<file path="src/rtl/rv32i_pkg.sv">
// Shared RV32I control constants: opcodes, sequencer state codes,
// pc_src mux codes and trap causes. Also used by the opcode decoder.
package rv32i_pkg;

   localparam logic [6:0] OP_R      = 7'b0110011;
   localparam logic [6:0] OP_IMM    = 7'b0010011;
   localparam logic [6:0] OP_LOAD   = 7'b0000011;
   localparam logic [6:0] OP_STORE  = 7'b0100011;
   localparam logic [6:0] OP_BRANCH = 7'b1100011;
   localparam logic [6:0] OP_JAL    = 7'b1101111;
   localparam logic [6:0] OP_JALR   = 7'b1100111;
   localparam logic [6:0] OP_LUI    = 7'b0110111;
   localparam logic [6:0] OP_AUIPC  = 7'b0010111;

   typedef enum logic [2:0] {
      S_IDLE   = 3'd0,
      S_FETCH  = 3'd1,
      S_DECODE = 3'd2,
      S_EXEC   = 3'd3,
      S_MEM    = 3'd4,
      S_WB     = 3'd5,
      S_TRAP   = 3'd7
   } state_t;

   localparam logic [1:0] PC_PLUS4 = 2'd0;
   localparam logic [1:0] PC_IMM   = 2'd1;
   localparam logic [1:0] PC_JALR  = 2'd2;

   localparam logic [1:0] CAUSE_NONE    = 2'd0;
   localparam logic [1:0] CAUSE_ILLEGAL = 2'd1;
   localparam logic [1:0] CAUSE_TIMEOUT = 2'd2;

   function automatic logic is_legal(input logic [6:0] op);
      case (op)
         OP_R, OP_IMM, OP_LOAD, OP_STORE, OP_BRANCH,
         OP_JAL, OP_JALR, OP_LUI, OP_AUIPC: is_legal = 1'b1;
         default:                           is_legal = 1'b0;
      endcase
   endfunction

endpackage

</file>
<file path="src/rtl/multicycle_ctrl.sv">
// Multi-cycle RV32I sequencer: steps FETCH/DECODE/EXEC/MEM/WB, owns the
// memory handshake and the illegal-opcode / memory-timeout trap.
// Ports: clk, rst (async, active-high), start, opcode, branch_taken,
//   mem_ready -> mem_req, mem_we, addr_sel, ir_write, pc_write, pc_src,
//   reg_write, busy, trap, trap_cause, state.
// Macro MCTRL_PERF_EN adds cycle_cnt and instret counter outputs.
module multicycle_ctrl
   import rv32i_pkg::*;
#(
   parameter int MEM_TIMEOUT = 255,
   parameter int TO_W        = 8
) (
   input  logic       clk,
   input  logic       rst,
   input  logic       start,
   input  logic [6:0] opcode,
   input  logic       branch_taken,
   input  logic       mem_ready,
   output logic       mem_req,
   output logic       mem_we,
   output logic       addr_sel,
   output logic       ir_write,
   output logic       pc_write,
   output logic [1:0] pc_src,
   output logic       reg_write,
   output logic       busy,
   output logic       trap,
   output logic [1:0] trap_cause,
   output logic [2:0] state
`ifdef MCTRL_PERF_EN
   ,
   output logic [31:0] cycle_cnt,
   output logic [31:0] instret
`endif
);

   localparam logic [TO_W-1:0] TO_LIM = TO_W'(MEM_TIMEOUT);
   localparam logic [TO_W-1:0] TO_MAX = '1;

   state_t          st;
   logic [TO_W-1:0] to_cnt;
   logic            to_hit;

   assign state = st;
   assign busy  = (st != S_IDLE) && (st != S_TRAP);

   always_comb begin
      mem_req   = 1'b0;
      mem_we    = 1'b0;
      addr_sel  = 1'b0;
      ir_write  = 1'b0;
      pc_write  = 1'b0;
      pc_src    = PC_PLUS4;
      reg_write = 1'b0;
      unique case (st)
         S_FETCH: begin
            mem_req  = 1'b1;
            ir_write = mem_ready;
         end
         S_EXEC: begin
            if (opcode == OP_BRANCH) begin
               pc_write = 1'b1;
               pc_src   = branch_taken ? PC_IMM : PC_PLUS4;
            end
         end
         S_MEM: begin
            // opcode is stable here, so mem_we cannot glitch mid-request
            mem_req  = 1'b1;
            addr_sel = 1'b1;
            mem_we   = (opcode == OP_STORE);
            pc_write = (opcode == OP_STORE) && mem_ready;
         end
         S_WB: begin
            reg_write = 1'b1;
            pc_write  = 1'b1;
            if (opcode == OP_JAL)
               pc_src = PC_IMM;
            else if (opcode == OP_JALR)
               pc_src = PC_JALR;
         end
         default: ;
      endcase
   end

   // mem_ready in the same cycle always beats the timeout
   assign to_hit = (MEM_TIMEOUT != 0) && (to_cnt == TO_LIM)
                   && mem_req && !mem_ready;

   always_ff @(posedge clk or posedge rst) begin
      if (rst) begin
         st         <= S_IDLE;
         to_cnt     <= '0;
         trap       <= 1'b0;
         trap_cause <= CAUSE_NONE;
      end else begin
         if (mem_req && !mem_ready && !to_hit) begin
            if (to_cnt != TO_MAX)
               to_cnt <= to_cnt + 1'b1;
         end else begin
            to_cnt <= '0;
         end

         unique case (st)
            S_IDLE:
               if (start) st <= S_FETCH;
            S_FETCH:
               if (mem_ready) begin
                  st <= S_DECODE;
               end else if (to_hit) begin
                  st         <= S_TRAP;
                  trap       <= 1'b1;
                  trap_cause <= CAUSE_TIMEOUT;
               end
            S_DECODE:
               if (is_legal(opcode)) begin
                  st <= S_EXEC;
               end else begin
                  st         <= S_TRAP;
                  trap       <= 1'b1;
                  trap_cause <= CAUSE_ILLEGAL;
               end
            S_EXEC:
               if (opcode == OP_LOAD || opcode == OP_STORE)
                  st <= S_MEM;
               else if (opcode == OP_BRANCH)
                  st <= S_FETCH;
               else
                  st <= S_WB;
            S_MEM:
               if (mem_ready) begin
                  st <= (opcode == OP_STORE) ? S_FETCH : S_WB;
               end else if (to_hit) begin
                  st         <= S_TRAP;
                  trap       <= 1'b1;
                  trap_cause <= CAUSE_TIMEOUT;
               end
            S_WB:
               st <= S_FETCH;
            S_TRAP:
               st <= S_TRAP;
            default:
               st <= S_IDLE;
         endcase
      end
   end

`ifdef MCTRL_PERF_EN
   always_ff @(posedge clk or posedge rst) begin
      if (rst) begin
         cycle_cnt <= '0;
         instret   <= '0;
      end else begin
         if (busy)     cycle_cnt <= cycle_cnt + 32'd1;
         if (pc_write) instret   <= instret + 32'd1;
      end
   end
`endif

endmodule

</file>
<file path="config.mk">
export PLATFORM = sky130hd
export DESIGN_NAME = multicycle_ctrl
export DESIGN_NICKNAME = d
export VERILOG_FILES = /design/src/rtl/rv32i_pkg.sv /design/src/rtl/multicycle_ctrl.sv
export SDC_FILE = /design/constraint.sdc
export NUM_CORES = 1
export LEC_CHECK = 0
export ABC_AREA = 1
export CORE_MARGIN = 10
export CORE_UTILIZATION = 46
export DETAILED_ROUTE_END_ITERATION = 12
export PLACE_DENSITY = 0.77
export REMOVE_ABC_BUFFERS = 1
export SYNTH_ARGS = -nofsm -noshare
export SYNTH_HDL_FRONTEND = slang
export SYNTH_SLANG_ARGS = --single-unit
</file>
<file path="constraint.sdc">
create_clock -name clk -period 1.77 [get_ports clk]
set_clock_uncertainty 0.15 [all_clocks]
set_input_delay 0.354 -clock clk [delete_from_list [all_inputs] [get_ports clk]]
set_output_delay 0.354 -clock clk [all_outputs]
set_load 0.01 [all_outputs]
</file>
Yosys cells after proc, flatten, opt, wreduce, memory -nomap -nowiden
Index checks and enable logic that the tools add are counted.
{ "word_totals": {"ff_bits": 14, "inputBits": 12, "out_inout_bits": 15, "elab_cells": 76} }
{ "classes": {"add_sub_neg": 1, "eq_ne": 23, "n_mux": 33, "reduce_logical": 15} }
{ "ops": {"columns": ["cell", "n"], "rows": [
  ["3-bit 2-to-1 mux", 8],
  ["7-bit by 6-bit == test with 1-bit output, second input constant", 3],
  ["7-bit == test, second input constant", 3],
  ["3-bit case mux with 7 select lines", 1],
  ["8-bit 2-to-1 mux", 2],
  ["7-bit by 5-bit == test with 1-bit output, second input constant", 2],
  ["1-bit 2-to-1 mux", 13],
  ["2-bit 2-to-1 mux", 5],
  ["3-bit == test, second input constant", 3],
  ["9-bit OR reduction", 1],
  ["8-bit by 1-bit adder with 8-bit output, second input constant", 1],
  ["8-bit == test, second input constant", 1],
  ["8-bit != test, second input constant", 1],
  ["2-bit case mux with 2 select lines", 2],
  ["7-bit by 2-bit == test with 1-bit output, second input constant", 1],
  ["3-bit by 2-bit == test with 1-bit output, second input constant", 2],
  ["1-bit logical AND", 6],
  ["2-bit != test, second input constant", 3],
  ["2-bit by 1-bit != test with 1-bit output, second input constant", 2],
  ["4-bit AND reduction", 1],
  ["3-bit by 1-bit == test with 1-bit output, second input constant", 1],
  ["3-bit zero test", 1],
  ["3-bit != test, second input constant", 1],
  ["1-bit case mux with 3 select lines", 1],
  ["6 further kinds", 7]
]} }

Depth between registers and ports, before layout
{ "logic_depth": {"ltp_word": 8, "mapped_depth": 11, "ltp_nobuf": 11} }

Least setup slack after synthesis
No wires, ideal clock.
{ "synth_path": {"path_kind": "reg2out", "from": "register st[0], in the netlist state[0]", "to": "output mem_we", "arrival_ns": 1.078, "t_required_ns": 1.266, "slack_ns": 0.188, "path_stages_with_launch": 5, "cell_sequence": "dfrtp_1 > buf_6 > nor2_4 > nand2_2 > nor3b_1"} }
{ "synth_via": {"elab_chain_cells": 2} }
{ "synth_lines": {"columns": ["item", "line_no", "text"], "rows": [
  ["start: declaration", "multicycle_ctrl.sv:40", "state_t st;"],
  ["start signal: assignment", "multicycle_ctrl.sv:131", "st <= (opcode == OP_STORE) ? S_FETCH : S_WB;"],
  ["3-bit == test", "multicycle_ctrl.sv:55", "unique case (st)"],
  ["1-bit 2-to-1 mux", "multicycle_ctrl.sv:55", null],
  ["end: declaration", "multicycle_ctrl.sv:20", "output logic mem_we,"]
]} }
No other way between the ends.

Final worst setup path
{ "layout_path": {"from": "register st[0], in the netlist state[0]", "to": "output busy"} }
{ "layout_via": {"elab_chain_cells": 2} }
{ "layout_lines": {"columns": ["item", "line_no", "text"], "rows": [
  ["3-bit != test / 3-bit nonzero test (equally long branches)", "multicycle_ctrl.sv:45", "assign busy = (st != S_IDLE) && (st != S_TRAP);"],
  ["1-bit logical AND (*)", "multicycle_ctrl.sv:45", null],
  ["end: declaration", "multicycle_ctrl.sv:26", "output logic busy,"]
]} }
Mark *: on every way between the ends. The rest lies on a longest branch, timed or not.

==> run_results.csv <==
group,metric,value,unit
drt,drt-met1-wl,1.490,mm
worst_setup_path,reg2reg_depth,13,
cts,clock_sinks,14,
drt,drt_iter0_markers,85,
synth,synth_top_cell_by_area,"dfrtp_1",
placed_design,gp_congestion,0.8770,
synth,synth_edf_count,0,
worst_setup_path,cp-startpoint,"state[0]",
timing,setup_tns,-1.031,ns
pwr,powerDensity,1240,nW/µm²
synth,synth.distinct_cells,28,
cts,h-tree-depth,1,
drt,via_per_inst,5.330,
worst_setup_path,max_stage_delay,0.46,ns
global_routing,grt.total_usage,15.92,%
synth,synth-seq-cells,14,
synth,synth.most_common_cell,"nand2_1",
synth,async_flop_share,100.0,%
synth,synth_warnings,0,
global_routing,grt_pass1_vias,1208,
cts,cts_buffers,3,
worst_setup_path,critical_path.slowest_cell,"dfrtp_2",
cts,cts_root_buffer,"clkbuf_4",
drt,routed.top_layer,"met4",
timing,fin_crit_sh,110.2,%
drt,vias,1210,
global_routing,grt_start_max_net_pins,15,
finish,drive_above_1_share,56.50,%
worst_setup_path,path_max_fanout,4,
finish,area_growth,82.24,%
worst_setup_path,r2r-end,"trap_cause[1]",
worst_setup_path,endpoint,"busy",
synth,dominantRegCellSynth,"dfrtp_1",
synth,syn_avg_cell_area,7.607,µm²
synth,synth_area_leaders,"dfrtp_1, nand2_1, nor2_1",
cts,ctsHoldBuffers,0,
worst_setup_path,required,1.27,ns
run_status,status,"finished with violations",
die,die-height,65.47,µm
worst_setup_path,reg2reg_from,"state[1]",
drt,routed-wl-met3,206,µm
worst_setup_path,criticalPathCategory,"flop to output pin",
drt,drc,0,
global_routing,overflow,0,
placed_design,post-place-ws,-0.7604,ns
global_routing,grt_pass1_wl,5.388,mm
die,die-area,4286,µm²
worst_setup_path,critPathLaunchType,"flop",
timing,setup_violations,12,
run_status,violations,"negative setup slack",
drt,first_pass_iters,4,
die,ios,27,
synth,synth_area,950.9,µm²
run,cap_violations,0,
pwr,vdd_drop_max,0.8891,mV
die,initial_core_util,48.47,%
timing,finalCriticalPeriod,1.951,ns
worst_setup_path,path_cells,"buf_4 -> buf_6 -> nand3_1 -> and2_1 -> buf_2",
synth,netlist_instances,125,
finish,nets,214,
timing,worstMarginPinSlew,0.5423,ns
timing,hold_viol,0,
worst_setup_path,critPathCaptureType,"output pin",
drt,drt_wl_total,4.004,mm
cts,clk_path_buf_depth,2,
finish,utilization,88.33,%
pwr,leakagePower,0.9116,nW
timing,final_max_slew_viol_count,0,
global_routing,antenna_found_initial,0,
worst_setup_path,arrival,1.45,ns
worst_setup_path,r2r_slack,-0.11,ns
cts,cts_tree,"yes",
finish,diodes,0,
die,core.rowCount,16,
timing,max_slew_margin,63.81,%
timing,fin_ws,-0.1812,ns
synth,yosys.area.top_type_share,36.84,%
drt,wl_per_cell,17.64,µm
drt,ant_nets,0,
cts,insertion_delay,0.29,ns
cts,clkSlewWorstSetupHoldPaths,0.09,ns
min_path,hold_path_class,"primary input to asynchronous set/reset pin",
die,die_w,65.47,µm
timing,rsz0062_at_grt,"yes",
drt,met2_length,2.128,mm
die,coreArea,1962,µm²
synth,synth.yosys.seq_area_share,36.84,%
placed_design,hpwl,2.170,mm
placed_design,port_buffers,26,
timing,fmax,512.5,MHz
synth,netlist_top_cells_count,"nand2_1, nor2_1, inv_1, dfrtp_1, nand3_1",
## critical path: cells and delay by family, from the launching register on
kind                   cells  cell delay (ns)
DFF                        1             0.46
buffers and inverters      3             0.41
and+or+nand+nor            2             0.29
## cell families (layout without fill, tap and decap cells)
logic type,after synthesis,count (layout),share of synthesized area (%)
AOI/OAI and AO/OA,10,10,6.447
xor gates and xnor gates,1,1,0.9212
adders and majority gates,1,1,1.316
buffers and inverters,19,94,8.553
DFF,14,14,36.84
and+or+nand+nor,80,80,45.92
## routing by layer
layer / vias to the layer above / track usage (%)
met3: 19 / 3.729
met2: 59 / 29.88
met4: 0 / 7.754
li1: 556 / -
met1: 576 / 16.00
met5: - / 0
## flip-flops by register name, summed over array words and instances, names as in the netlist
register,flops
trap,1
to_cnt,8
state,3
trap_cause,2
## where the power goes
group          internal (W)  switching [W]  total [W]
Combinational      0.000721       0.000742    0.00146
Sequential         0.000383      0.0000689   0.000452
Clock              0.000125       0.000108   0.000234
## stage by stage
stage | hold WS, ns | total power, W | instances | instance area [µm²]
global placement | 0.2990 | 0.001436 | 202 | 1421
finish | 0.2627 | 0.002149 | 227 | 1733
CTS | 0.2799 | 0.001852 | 220 | 1608
floorplan | 0.09322 | 0.0009224 | 124 | 939.7
global route | 0.2961 | 0.002247 | 227 | 1733
detailed placement | 0.3071 | 0.001461 | 202 | 1421
## cells in the final DEF, fill, tap and decap left out, types with 2 or more instances in the layout
cell,instances
a21oi_1,3
buf_2,7
buf_4,39
buf_6,9
clkbuf_2,4
clkbuf_4,3
clkdlybuf4s50_1,6
dfrtp_1,11
dfrtp_2,3
dlygate4sd2_1,5
inv_1,12
inv_2,4
inv_4,2
nand2_1,18
nand2_2,10
nand2_4,7
nand3_1,4
nand3_2,3
nand3_4,3
nand4_1,2
nor2_1,16
nor2_2,4
nor2_4,3
nor3_2,2
nor3_4,2
nor3b_2,4
o21ai_1,2
## how the worst min path moves through the flow
stage | cells past startpoint | slack [ns] | end | startpoint
detailed placement | 1 | 0.31 | to_cnt[0] | to_cnt[0]
floorplan | 1 | 0.09 | state[0] | rst
global placement | 1 | 0.30 | to_cnt[0] | to_cnt[0]
global route | 2 | 0.30 | state[1] | rst
CTS | 2 | 0.28 | trap_cause[0] | rst
finish | 2 | 0.26 | state[1] | rst
## cell type report
class                      count  area (µm²)
multi-input combinational     92       660.6
tap                           27       33.78
fill                         101       229.0
timing repair buffer          72       575.6
clock buffer                   4       36.28
inverter                      18       72.57
sequential                    14       354.1
## what timing repair did
action,CTS,global route
setup endpoints to repair,12,13
pin swaps,11,14
setup buffers,14,7
resized for setup,77,31
hold endpoints to repair,0,0
cloned,0,0
Power figures use the tool's default switching activity.
